==> src/rtl/shift_seq_pkg.sv <==
// rtl/shift_seq_pkg.sv - shared state encoding and default sizes for the shift sequencer
package shift_seq_pkg;

    localparam int WIDTH_DEF = 8;
    localparam int CNT_W_DEF = 4;

    typedef enum logic [1:0] {
        IDLE  = 2'd0,
        LOAD  = 2'd1,
        SHIFT = 2'd2,
        DONE  = 2'd3
    } state_e;

endpackage

==> src/rtl/shift_bit_counter.sv <==
// rtl/shift_bit_counter.sv - bit counter with terminal count that wraps to zero on the last shift
module shift_bit_counter #(
    parameter int              CNT_W = 4,
    parameter logic [CNT_W-1:0] LAST = '1
) (
    input  logic             Clk,
    input  logic             Reset,
    input  logic             Clear,
    input  logic             Enable,
    output logic [CNT_W-1:0] Cnt,
    output logic             Tc
);

    logic [CNT_W-1:0] cnt_q;
    logic [CNT_W-1:0] cnt_d;

    assign Tc  = (cnt_q == LAST);
    assign Cnt = cnt_q;

    // next count: clear wins, otherwise step and wrap at the terminal value
    always_comb begin
        cnt_d = cnt_q;
        if (Clear) begin
            cnt_d = '0;
        end else if (Enable) begin
            if (Tc) begin
                cnt_d = '0;
            end else begin
                cnt_d = cnt_q + 1'b1;
            end
        end
    end

    // count register
    always_ff @(posedge Clk) begin
        if (Reset) begin
            cnt_q <= '0;
        end else begin
            cnt_q <= cnt_d;
        end
    end

endmodule

==> src/rtl/shift_seq_ctrl.sv <==
// rtl/shift_seq_ctrl.sv - load/shift/done sequencer for a parallel-load shift register (optional SHIFT_SEQ_CTRL_PAUSE_EN)
module shift_seq_ctrl
    import shift_seq_pkg::*;
#(
    parameter int WIDTH = WIDTH_DEF,
    parameter int CNT_W = CNT_W_DEF
) (
    input  logic             Clk,
    input  logic             Reset,
    input  logic             In_Valid,
    output logic             In_Ready,
    input  logic [WIDTH-1:0] In_Data,
`ifdef SHIFT_SEQ_CTRL_PAUSE_EN
    input  logic             Pause,
`endif
    output logic [WIDTH-1:0] Sr_Data,
    output logic             Sr_Load,
    output logic             Sr_Shift,
    output logic [CNT_W-1:0] Bit_Cnt,
    output logic             Busy,
    output logic             Done
);

    localparam logic [CNT_W-1:0] LAST = CNT_W'(WIDTH - 1);

    state_e           state_q;
    state_e           state_d;
    logic [WIDTH-1:0] sr_data_q;
    logic [WIDTH-1:0] sr_data_d;
    logic             pause_w;
    logic             accept_w;
    logic             cnt_tc;
    logic             cnt_clear;
    logic             cnt_en;

`ifdef SHIFT_SEQ_CTRL_PAUSE_EN
    assign pause_w = Pause;
`else
    assign pause_w = 1'b0;
`endif

    // ready is held low through reset so nothing is accepted on the reset edge
    assign In_Ready  = (state_q == IDLE) && !Reset;
    assign accept_w  = In_Valid && In_Ready;

    // counter runs only in SHIFT and is held at zero elsewhere
    assign cnt_clear = (state_q != SHIFT);
    assign cnt_en    = (state_q == SHIFT) && !pause_w;

    shift_bit_counter #(
        .CNT_W (CNT_W),
        .LAST  (LAST)
    ) u_bit_counter (
        .Clk    (Clk),
        .Reset  (Reset),
        .Clear  (cnt_clear),
        .Enable (cnt_en),
        .Cnt    (Bit_Cnt),
        .Tc     (cnt_tc)
    );

    // next state, word capture and strobe decodes
    always_comb begin
        state_d   = state_q;
        sr_data_d = sr_data_q;
        Sr_Load   = 1'b0;
        Sr_Shift  = 1'b0;
        Done      = 1'b0;
        Busy      = (state_q != IDLE);
        case (state_q)
            IDLE: begin
                if (accept_w) begin
                    sr_data_d = In_Data;
                    state_d   = LOAD;
                end
            end
            LOAD: begin
                Sr_Load = 1'b1;
                state_d = SHIFT;
            end
            SHIFT: begin
                Sr_Shift = !pause_w;
                if (!pause_w && cnt_tc) begin
                    state_d = DONE;
                end
            end
            DONE: begin
                Done    = 1'b1;
                state_d = IDLE;
            end
            default: begin
                state_d = IDLE;
            end
        endcase
    end

    // state and captured-word registers
    always_ff @(posedge Clk) begin
        if (Reset) begin
            state_q   <= IDLE;
            sr_data_q <= '0;
        end else begin
            state_q   <= state_d;
            sr_data_q <= sr_data_d;
        end
    end

    assign Sr_Data = sr_data_q;

endmodule

==> config.mk <==
export PLATFORM = sky130hd
export DESIGN_NAME = shift_seq_ctrl
export DESIGN_NICKNAME = d
export VERILOG_FILES = /design/src/rtl/shift_seq_pkg.sv /design/src/rtl/shift_bit_counter.sv /design/src/rtl/shift_seq_ctrl.sv
export SDC_FILE = /design/constraint.sdc
export NUM_CORES = 1
export LEC_CHECK = 0
export ABC_CLOCK_PERIOD_IN_PS = 1120
export BUFFER_PORTS_ARGS = -buffer_cell sky130_fd_sc_hd__buf_2
export CAP_MARGIN = 20
export CORE_MARGIN = 3
export CORE_UTILIZATION = 39
export DETAILED_ROUTE_END_ITERATION = 8
export GPL_ROUTABILITY_DRIVEN = 0
export GPL_TIMING_DRIVEN = 0
export PLACE_DENSITY = 0.71
export SLEW_MARGIN = 20
export SYNTH_ARGS = -nofsm -noshare
export SYNTH_HDL_FRONTEND = slang
export SYNTH_SLANG_ARGS = --single-unit
==> constraint.sdc <==
create_clock -name Clk -period 1.12 [get_ports Clk]
set_input_delay 0.056 -clock Clk [delete_from_list [all_inputs] [get_ports Clk]]
set_output_delay 0.056 -clock Clk [all_outputs]
set_load 0.1 [all_outputs]
==> results of run 1 <==
==> per-layer routing <==
layer | up-vias | GRT usage, %
met4 | 0 | 8.77
met2 | 26 | 32.6
met3 | 9 | 8.30
li1 | 313 | -
met5 | - | 0
met1 | 294 | 21.1
==> sequential cells by signal, indices dropped and copies added, names as in the netlist <==
signal	count
u_bit_counter.Cnt	4
state_q	2
Sr_Data	8
==> timing repair <==
action | 4_1_cts | 5_1_grt
pin swaps | 5 | 3
endpoints found under the setup margin | 19 | 21
gates resized for setup | 36 | 15
setup buffers | 10 | 1
gates cloned | 0 | 0
hold buffers | 1 | 1
endpoints found under the hold margin | 1 | 1
==> Yosys cell counts (all sizes together) <==
library cell  number
and3b              1
a221oi             1
nor3               1
inv                5
mux2i              2
nand2              9
o22ai              1
nor2               5
nand2b             3
dfxtp             14
ha                 5
buf                2
clkbuf             1
xnor2              1
nand3              9
a21oi              8
==> metrics by stage <==
stage | TNS [ps] | power, W | hold slack (ps) | instances
finish | -1600 | 0.00320 | 1.36 | 125
global route | -2260 | 0.00334 | 0.0540 | 125
CTS | -1460 | 0.00308 | 1.47 | 124
detailed placement | -1700 | 0.00218 | 308 | 109
global placement | -1500 | 0.00216 | 302 | 109
floorplan | -839 | 0.00201 | 196 | 68
==> layout make-up <==
class                   instances  share of cell area, %
clock buffers                   4                   3.13
inverters                       5                   3.66
plain buffers                   2                  0.754
multi-input cells              46                   34.4
repair buffers                 39                   29.5
well taps                      15                   1.62
flip-flops and latches         14                   26.9
==> tightest hold or removal path, stage by stage <==
cell	delay [ps]
buf_2	100
nand3_2	40
a21oi_1	50
==> worst max path at each step <==
stage                          start    endpoint  slack (ps)  depth (start not counted)
after floorplan           state_q[1]    In_Ready        -160                          5
after global placement    state_q[1]    In_Ready        -170                          6
after detailed placement  state_q[1]  Sr_Data[7]        -180                          6
after CTS                 state_q[1]    In_Ready        -200                          6
after global routing      state_q[0]    In_Ready        -210                          5
final                     state_q[0]    In_Ready        -160                          5
==> cell usage in the layout, fill, tap and decap left out <==
master / Yosys / layout
inv_1: 4 / 1
clkbuf_1: 1 / 1
a21oi_1: 8 / 6
nand3_2: 0 / 5
dfxtp_4: 0 / 6
buf_4: 0 / 10
buf_12: 0 / 4
nor3_1: 1 / 1
buf_2: 1 / 12
nand2_1: 9 / 7
and3b_2: 1 / 1
a21oi_2: 0 / 2
xnor2_1: 1 / 1
dfxtp_2: 0 / 8
inv_2: 1 / 1
nand2_2: 0 / 1
ha_4: 0 / 4
inv_6: 0 / 1
nand3_1: 9 / 4
a221oi_2: 1 / 1
ha_1: 5 / 1
clkbuf_8: 0 / 1
nand2b_1: 3 / 3
clkbuf_4: 0 / 9
inv_4: 0 / 1
dlygate4sd3_1: 0 / 2
buf_6: 1 / 6
nand2_8: 0 / 1
mux2i_1: 2 / 2
nor2_1: 5 / 4
o22ai_2: 1 / 1
inv_16: 0 / 1
nor2_4: 0 / 1
==> power groups by stage <==
| stage | logic, W | clock network [W] | registers (W) |
|---|---|---|---|
| after floorplan | 0.000994 | 0 | 0.00102 |
| after global placement | 0.00151 | 0 | 0.000655 |
| after detailed placement | 0.00152 | 0 | 0.000660 |
| after CTS | 0.00206 | 0.000371 | 0.000652 |
| after global routing | 0.00227 | 0.000403 | 0.000669 |
| final | 0.00218 | 0.000362 | 0.000659 |
==> logic make-up after synthesis <==
family	synth area share [%]
AO/OA/AOI/OAI	11.1
XOR/XNOR	1.44
adder cells (fa/ha/maj)	10.3
buffers and inverters	6.36
flip-flops	46.0
multiplexers	3.29
AND/OR/NAND/NOR	21.6
==> impl_metrics.py, run 1 <==
metrics = {
    "run_status": {
        "outcome": "finished with violations",
        "violations": "setup timing",
    },
    "setup_path": {
        "crit_type": "register to output port",
        "r2r_start": "state_q[0]",
        "slowest_stage": "dfxtp_4",
        "crit_path_max_incr_delay_ps": 370,
        "cp_num_buf_inv": 3,
        "cp-end-kind": "output port",
        "reg2reg_depth": 7,
        "critical-path-top-delay-family": "flip-flops",
        "crit_fanout": 4,
        "crit_arrival_ps": 1230,
        "reg2reg_slack_ps": -130,
        "r2r_end": "Sr_Data[7]",
        "critPathLaunchType": "register",
        "crit_chain": "inv_6 -> ha_4 -> inv_16 -> nor2_4 -> buf_12",
        "worstPathRequired_ps": 1060,
    },
    "synthesis": {
        "synth_top_area_share_pct": 46.0,
        "ys_warn_count": 0,
        "yosysSeqAreaShare_pct": 46.0,
        "syn_nets": 84,
        "synth_area_sq_um": 609,
        "ys_ff_latch": 14,
        "syn_inst": 68,
        "synth_top_area_cell": "dfxtp_1",
        "synth.distinct_cells": 18,
        "syn_area_per_cell_sq_um": 8.96,
        "ys_top_cells_by_area": "dfxtp_1 46%, ha_1 10%, nand3_1 7.4%",
    },
    "power_and_ir_drop": {
        "switching_share_pct": 50.2,
        "powerDensity_nw_per_um2": 2750,
        "ir_drop_mv": 1.86,
        "seq_power_share_pct": 20.6,
        "intPower_w": 0.00159,
        "combinationalPowerShare_pct": 68.1,
        "clock_power_share_pct": 11.3,
        "switchingPower_w": 0.00161,
        "power.leakage_nw": 0.493,
    },
    "global_routing": {
        "grt_max_degree": 11,
        "antenna_found_initial": 0,
        "grt-ovfl-total": 0,
        "grt_use_total_pct": 19.5,
        "grt_pass1_vias": 596,
        "grt_pass1_wl_um": 2770,
    },
    "sta": {
        "clock_skew_ps": 4.16,
        "fin_crit_ps": 1280,
        "finalSetupViolCount": 15,
        "finalWorstSetupSlack_ps": -163,
        "grt_setup_unrepaired": "true",
        "finalHoldViolCount": 0,
        "period_share_pct": 115,
        "slew_headroom_pct": 61.3,
        "drv_slew": 0,
        "fmax_mhz": 779,
        "worstMarginPinSlew_ps": 581,
    },
    "drt": {
        "routed.top_layer": "met4",
        "wl_met3_um": 145,
        "wl_met1_um": 655,
        "drc_errors": 0,
        "dr.pass1.iters": 4,
        "ant_nets": 0,
        "viasPerCell": 5.14,
        "vias": 642,
        "drtIter0Drc": 6,
        "wl_um": 1710,
        "met2_length_um": 860,
        "wire_per_inst_um": 13.7,
    },
    "cts": {
        "numCtsBuffers": 3,
        "cts.sinks": 14,
        "clockBufferDepth": 2,
        "path_clk_slew_ps": 80,
        "cts_tree": "done",
        "root_buffer": "clkbuf_4",
        "clkLatencyLatePin_ps": 280,
        "cts-htree-levels": 1,
    },
    "finish": {
        "antenna_cells": 0,
        "multiInputGateArea_sq_um": 399,
        "final_cell_area_sq_um": 1160,
        "fillers": 74,
        "utilization_pct": 84.0,
        "fin_nets": 127,
        "drive_above_1_share_pct": 70.0,
        "syn_to_final_growth_pct": 90.6,
        "ff_latch_area_sq_um": 313,
    },
    "die": {
        "die_w_um": 45.5,
        "start_util_pct": 44.1,
        "die_area_sq_um": 2070,
        "die_y_um": 45.5,
        "io-pin-count": 28,
        "core.rowCount": 13,
        "core-area_sq_um": 1380,
    },
    "min_path": {
        "hold_path.class": "input pin to register",
        "hold_start": "In_Data[6]",
        "worstHoldPathCells": 3,
        "whs_endpoint": "Sr_Data[6]",
    },
    "placed_design": {
        "io_buffers": 26,
        "postPlaceCellArea_sq_um": 853,
        "place_ws_ps": -182,
        "dp_hpwl_um": 1050,
    },
    "flow_run": {
        "cap_violations": 0,
    },
}
Note: power is estimated with default switching activity, not from simulation.
==> run 2, diff against run 1 <==
--- a/config.mk
+++ b/config.mk
@@ -9,12 +9,13 @@
 export BUFFER_PORTS_ARGS = -buffer_cell sky130_fd_sc_hd__buf_2
 export CAP_MARGIN = 20
 export CORE_MARGIN = 3
-export CORE_UTILIZATION = 39
+export CORE_UTILIZATION = 40
 export DETAILED_ROUTE_END_ITERATION = 8
 export GPL_ROUTABILITY_DRIVEN = 0
 export GPL_TIMING_DRIVEN = 0
-export PLACE_DENSITY = 0.71
+export PLACE_DENSITY = 0.72
 export SLEW_MARGIN = 20
 export SYNTH_ARGS = -nofsm -noshare
 export SYNTH_HDL_FRONTEND = slang
+export SYNTH_HIERARCHICAL = 1
 export SYNTH_SLANG_ARGS = --single-unit
==> run 2 against run 1 <==
  * The run still ends with setup timing left
  * Design area is 2.9% higher
  * Combinational power up 13%
  * Maximum frequency is 4.8% lower
  * Clock-buffer cell count is the same
  * Register-to-register slack worse by 98 ps
  * First-iteration DRC count rose to 2.5 times the previous value
  * Final cell count rose by 4.8%
  * Area after synthesis rose by 6.6%
  * Utilization is 0.46 points higher
  * Highest routed layer unchanged
==> impl_metrics.py, run 2 <==
metrics = {
    "global_routing": {
        "grt_use_total_pct": 18.0,
        "grt-ovfl-total": 0,
        "grt_pass1_vias": 590,
        "antenna_found_initial": 0,
        "grt_max_degree": 11,
        "grt_pass1_wl_um": 2690,
    },
    "cts": {
        "cts-htree-levels": 1,
        "cts.sinks": 14,
        "path_clk_slew_ps": 90,
        "root_buffer": "clkbuf_4",
        "clkLatencyLatePin_ps": 280,
        "numCtsBuffers": 3,
        "cts_tree": "done",
        "clockBufferDepth": 2,
    },
    "finish": {
        "utilization_pct": 84.4,
        "final_cell_mix": "13 x buf_2, 13 x buf_4, 10 x nand2_1",
        "syn_to_final_growth_pct": 84.0,
        "largest_reg_flops": 8,
        "final_cell_area_sq_um": 1190,
        "drive_above_1_share_pct": 68.1,
        "antenna_cells": 0,
        "fin_nets": 133,
    },
    "synthesis": {
        "ys_top_cells_by_area": "dfxtp_1 43%, ha_1 9.6%, nand2_1 6.4%",
        "synthFlopType": "dfxtp_1",
        "ys_ff_latch": 14,
        "synth_top_area_share_pct": 43.2,
        "synth_most_common_cell": "dfxtp_1",
        "ys_warn_count": 6,
        "synthMuxAreaShare_pct": 4.82,
        "yosysSeqAreaShare_pct": 43.2,
        "synth-simple-area-share_pct": 22.5,
        "synth.distinct_cells": 24,
        "netlist_top_cells_count": "14 x dfxtp_1, 11 x nand2_1, 8 x a21oi_1, 8 x nand3_1",
        "syn_area_per_cell_sq_um": 9.15,
        "synth_compound_area_share_pct": 13.3,
        "syn_inst": 71,
        "synth_area_sq_um": 649,
        "synth_top_area_cell": "dfxtp_1",
        "syn_nets": 87,
        "synth_top_family_by_area": "simple AND/OR/NAND/NOR gates",
        "synthAdderAreaFrac_pct": 9.63,
        "synthArstFlopShare_pct": 0,
        "synth_edf_count": 0,
        "synth-xor-area-share_pct": 0,
    },
    "drt": {
        "vias": 704,
        "drc_errors": 0,
        "drtIter0Drc": 15,
        "viasPerCell": 5.37,
        "wl_um": 1970,
        "dr.pass1.iters": 4,
        "wire_per_inst_um": 15.0,
        "ant_nets": 0,
    },
    "sta": {
        "fmax_mhz": 742,
        "finalHoldViolCount": 0,
        "clock_skew_ps": 2.79,
        "hold_ws_ps": 5.67,
        "grt_setup_unrepaired": "true",
        "worstMarginPinSlew_ps": 483,
        "drv_slew": 0,
        "finalWorstSetupSlack_ps": -228,
        "slew_headroom_pct": 68.0,
        "fin_crit_ps": 1350,
        "period_share_pct": 120,
        "finalSetupViolCount": 11,
    },
    "placed_design": {
        "postPlaceCellArea_sq_um": 867,
        "io_buffers": 26,
        "dp_hpwl_um": 1080,
    },
    "die": {
        "die_area_sq_um": 2140,
        "die_y_um": 46.3,
        "die_w_um": 46.3,
        "io-pin-count": 28,
        "core.rowCount": 13,
        "core-area_sq_um": 1420,
        "start_util_pct": 45.9,
    },
    "power_and_ir_drop": {
        "switchingPower_w": 0.00188,
        "finalPower_w": 0.00353,
        "power.leakage_nw": 0.506,
        "combinationalPowerShare_pct": 69.8,
        "ir_drop_mv": 2.53,
        "seq_power_share_pct": 19.6,
        "intPower_w": 0.00165,
        "clock_power_share_pct": 10.5,
        "switching_share_pct": 53.4,
        "powerDensity_nw_per_um2": 2950,
    },
    "flow_run": {
        "cap_violations": 0,
    },
    "min_path": {
        "hold_path.class": "input pin to register",
    },
    "setup_path": {
        "slowest_stage": "or4b_4",
        "crit_fanout": 6,
        "crit_path_max_incr_delay_ps": 490,
        "worstPathRequired_ps": 1340,
        "crit_chain": "inv_4 -> ha_4 -> inv_4 -> or4b_4 -> o21ai_2",
        "cp-end-kind": "register",
        "crit_top_cell": "inv_4",
        "critPathLaunchType": "register",
        "crit_type": "register to register",
        "crit_arrival_ps": 1570,
    },
    "run_status": {
        "violations": "setup timing",
        "outcome": "finished with violations",
    },
}
## run 2: area by class of cell
| class | count | area, sq um |
|---|---|---|
| well taps | 15 | 18.8 |
| repair buffers | 41 | 352 |
| flip-flops and latches | 14 | 310 |
| multi-input cells | 49 | 420 |
| plain buffers | 3 | 27.5 |
| inverters | 5 | 30.0 |
| clock buffers | 4 | 36.3 |
| fillers | 80 | 220 |
## run 2: path summary, 6_finish.rpt
kind | cells past startpoint | end | slack (ps) | from
worst max-delay path | 5 | u_bit_counter/Cnt[0] | -230 | state_q[0]
worst min-delay path | 3 | Sr_Data[0] | 6 | In_Data[0]
worst max register to register | 5 | u_bit_counter/Cnt[0] | -230 | state_q[0]
worst min register to register | 2 | Sr_Data[1] | 450 | Sr_Data[1]
## run 2: worst max-delay path, delay by kind of cell (launching register included)
| family | cells | cell delay, ps |
|---|---|---|
| adder cells (fa/ha/maj) | 1 | 190 |
| flip-flops | 1 | 360 |
| AND/OR/NAND/NOR | 1 | 490 |
| buffers and inverters | 2 | 130 |
| AO/OA/AOI/OAI | 1 | 110 |
## run 2: stage by stage
stage | std cells | setup TNS (ps) | worst slack (ps)
after global placement | 112 | -1050 | -225
after floorplan | 71 | -2520 | -583
after CTS | 128 | -1350 | -209
final | 131 | -1420 | -228
after global routing | 131 | -1840 | -280
after detailed placement | 112 | -1290 | -261
## run 2: cell families after synthesis
group | after synthesis
AND/OR/NAND/NOR | 28
flip-flops | 14
AO/OA/AOI/OAI | 13
buffers and inverters | 8
adder cells (fa/ha/maj) | 5
multiplexers | 3
## run 2: what timing repair did
item                       in CTS  in global routing
hold endpoints to repair        1                  1
pin swaps                       5                  3
gates resized for setup        31                 16
setup endpoints to repair      22                 25
setup buffers                  11                  2
gates cloned                    0                  0
hold buffers                    1                  1
## run 2: routing by layer
layer  routed length [um]  track usage [%]  vias to the layer above  share of wire (%)
met5                    0                0                        -                  0
met4                    9             5.11                        0               0.46
met3                  121             7.03                        2                6.2
met2                 1120             31.3                       29                 57
met1                  711             20.1                      330                 36
li1                     -                -                      343                  -
## run 2: power by group through the flow
stage / combinational, W / sequential [W] / clock, W
after floorplan: 0.00120 / 0.00109 / 0
after detailed placement: 0.00183 / 0.000690 / 0
after global placement: 0.00181 / 0.000684 / 0
after CTS: 0.00226 / 0.000691 / 0.000380
after global routing: 0.00257 / 0.000700 / 0.000404
final: 0.00246 / 0.000692 / 0.000371
==> run 3, diff against run 2 <==
--- a/config.mk
+++ b/config.mk
@@ -5,7 +5,7 @@
 export SDC_FILE = /design/constraint.sdc
 export NUM_CORES = 1
 export LEC_CHECK = 0
-export ABC_CLOCK_PERIOD_IN_PS = 1120
+export ABC_CLOCK_PERIOD_IN_PS = 1150
 export BUFFER_PORTS_ARGS = -buffer_cell sky130_fd_sc_hd__buf_2
 export CAP_MARGIN = 20
 export CORE_MARGIN = 3
==> constraint.sdc (replaced) <==
create_clock -name Clk -period 1.15 [get_ports Clk]
set_input_delay 0.0575 -clock Clk [delete_from_list [all_inputs] [get_ports Clk]]
set_output_delay 0.0575 -clock Clk [all_outputs]
set_load 0.1 [all_outputs]
==> run 3 against run 2 <==
  * The flow still finishes with violations (setup timing)
  * Maximum frequency grew 1.1%
  * Utilization down 5.3 points
  * Sequential power fell by 3%
  * Power fell by 8.9%
  * Clock power decreased by 3%
  * First-iteration DRC count is 6.7% higher
  * Highest routed layer unchanged
==> impl_metrics.py, run 3 (same netlist as run 2, synthesis figures left out) <==
metrics = {
    "finish": {
        "final_common_cell": "buf_2",
        "antenna_cells": 0,
        "largest_reg_flops": 8,
        "drive_above_1_share_pct": 64.9,
        "fin_nets": 131,
        "fin_cells": 129,
        "syn_to_final_growth_pct": 72.4,
        "final_cell_mix": "18 x buf_2, 12 x buf_4, 10 x nand2_1",
    },
    "drt": {
        "drtIter0Drc": 16,
        "dr.pass1.iters": 6,
        "wl_um": 1710,
        "viasPerCell": 5.12,
        "drc_errors": 0,
        "wire_per_inst_um": 13.2,
        "ant_nets": 0,
        "vias": 661,
    },
    "setup_path": {
        "crit_fanout": 6,
        "r2r_start": "state_q[0]",
        "worstPathRequired_ps": 1370,
        "critPathLaunchType": "register",
        "cp_num_buf_inv": 2,
        "critical-path-top-delay-family": "simple AND/OR/NAND/NOR gates",
        "crit_arrival_ps": 1550,
        "crit_top_cell": "inv_4",
        "crit_path_max_incr_delay_ps": 480,
        "crit_type": "register to register",
        "cp-end-kind": "register",
        "crit_chain": "inv_4 -> ha_4 -> inv_4 -> or4b_4 -> o21ai_2",
        "slowest_stage": "or4b_4",
        "crit_start": "state_q[0]",
    },
    "global_routing": {
        "grt_max_degree": 11,
        "grt-ovfl-total": 0,
        "antenna_found_initial": 0,
        "grt_pass1_vias": 586,
        "grt_use_total_pct": 17.6,
        "grt_pass1_wl_um": 2620,
    },
    "power_and_ir_drop": {
        "seq_power_share_pct": 21.0,
        "power.leakage_nw": 0.494,
        "combinationalPowerShare_pct": 67.9,
        "intPower_w": 0.00148,
        "powerDensity_nw_per_um2": 2870,
        "ir_drop_mv": 2.52,
        "switching_share_pct": 54.0,
        "finalPower_w": 0.00321,
        "clock_power_share_pct": 11.2,
        "switchingPower_w": 0.00173,
    },
    "sta": {
        "period_share_pct": 116,
        "slew_headroom_pct": 67.8,
        "grt_setup_unrepaired": "true",
        "drv_slew": 0,
        "timing.setup.tns_ps": -1030,
        "finalWorstSetupSlack_ps": -184,
        "finalSetupViolCount": 9,
        "fin_crit_ps": 1330,
        "clock_skew_ps": 3.19,
        "finalHoldViolCount": 0,
        "fmax_mhz": 750,
        "worstMarginPinSlew_ps": 486,
    },
    "run_status": {
        "violations": "setup timing",
        "outcome": "finished with violations",
    },
    "die": {
        "core-area_sq_um": 1420,
        "die_y_um": 46.3,
        "core.rowCount": 13,
        "die_w_um": 46.3,
        "die_area_sq_um": 2140,
        "io-pin-count": 28,
        "start_util_pct": 45.9,
    },
    "placed_design": {
        "io_buffers": 26,
        "place_ws_ps": -231,
        "dp_hpwl_um": 1080,
        "placed_cells": 112,
    },
    "min_path": {
        "hold_start": "In_Data[6]",
        "hold_path.class": "input pin to register",
    },
    "cts": {
        "clkLatencyLatePin_ps": 280,
        "clockBufferDepth": 2,
        "numCtsBuffers": 3,
        "cts_tree": "done",
        "root_buffer": "clkbuf_4",
        "cts.sinks": 14,
        "path_clk_slew_ps": 90,
        "cts-htree-levels": 1,
    },
    "flow_run": {
        "cap_violations": 0,
    },
}
run 3: final cells by class:
cell class | count | area (sq um)
buffer | 3 | 23.8
tap | 15 | 18.8
inverter | 5 | 30.0
fill | 100 | 295
multi-input combinational | 49 | 393
clock buffer | 4 | 36.3
sequential | 14 | 310
timing repair buffer | 39 | 308
run 3: path summary, 6_finish.rpt:
check        cells past startpoint  slack, ps                    to
max reg2reg                      5       -180  u_bit_counter/Cnt[0]
max                              5       -180  u_bit_counter/Cnt[0]
min                              3         10            Sr_Data[6]
min reg2reg                      2        450            Sr_Data[1]
run 3: timing repair:
| item | CTS | global route |
|---|---|---|
| endpoints found under the hold margin | 1 | 1 |
| gates resized for setup | 28 | 4 |
| pin swaps | 5 | 4 |
| hold buffers | 1 | 1 |
| setup endpoints to repair | 17 | 20 |
| setup buffers | 10 | 1 |
run 3: per-layer routing:
metal / routed length [um] / share of wire (%) / track usage (%)
met1: 651 / 38 / 19.0
met2: 933 / 55 / 31.0
met3: 111 / 6.5 / 7.03
met4: 9 / 0.53 / 5.11
met5: 0 / 0 / 0
run 3: per-stage QoR:
step                      hold slack, ps  area (sq um)  util [%]
after floorplan                      121           718         -
after global placement               298           867      61.3
after detailed placement             307           867      61.3
after CTS                           6.62          1090      77.0
after global routing                4.22          1120      79.1
final                               11.4          1120      79.1
run 3: worst min-delay path: stages:
cell     delay [ps]
buf_2           100
nand3_1          50
a21oi_1          50
run 3: power groups by stage:
stage                     registers [W]  logic (W)  clock network, W
final                          0.000674    0.00218          0.000359
after global routing           0.000682    0.00229          0.000393
after CTS                      0.000673    0.00218          0.000370
after detailed placement       0.000672    0.00178                 0
after global placement         0.000667    0.00177                 0
after floorplan                 0.00106    0.00117                 0
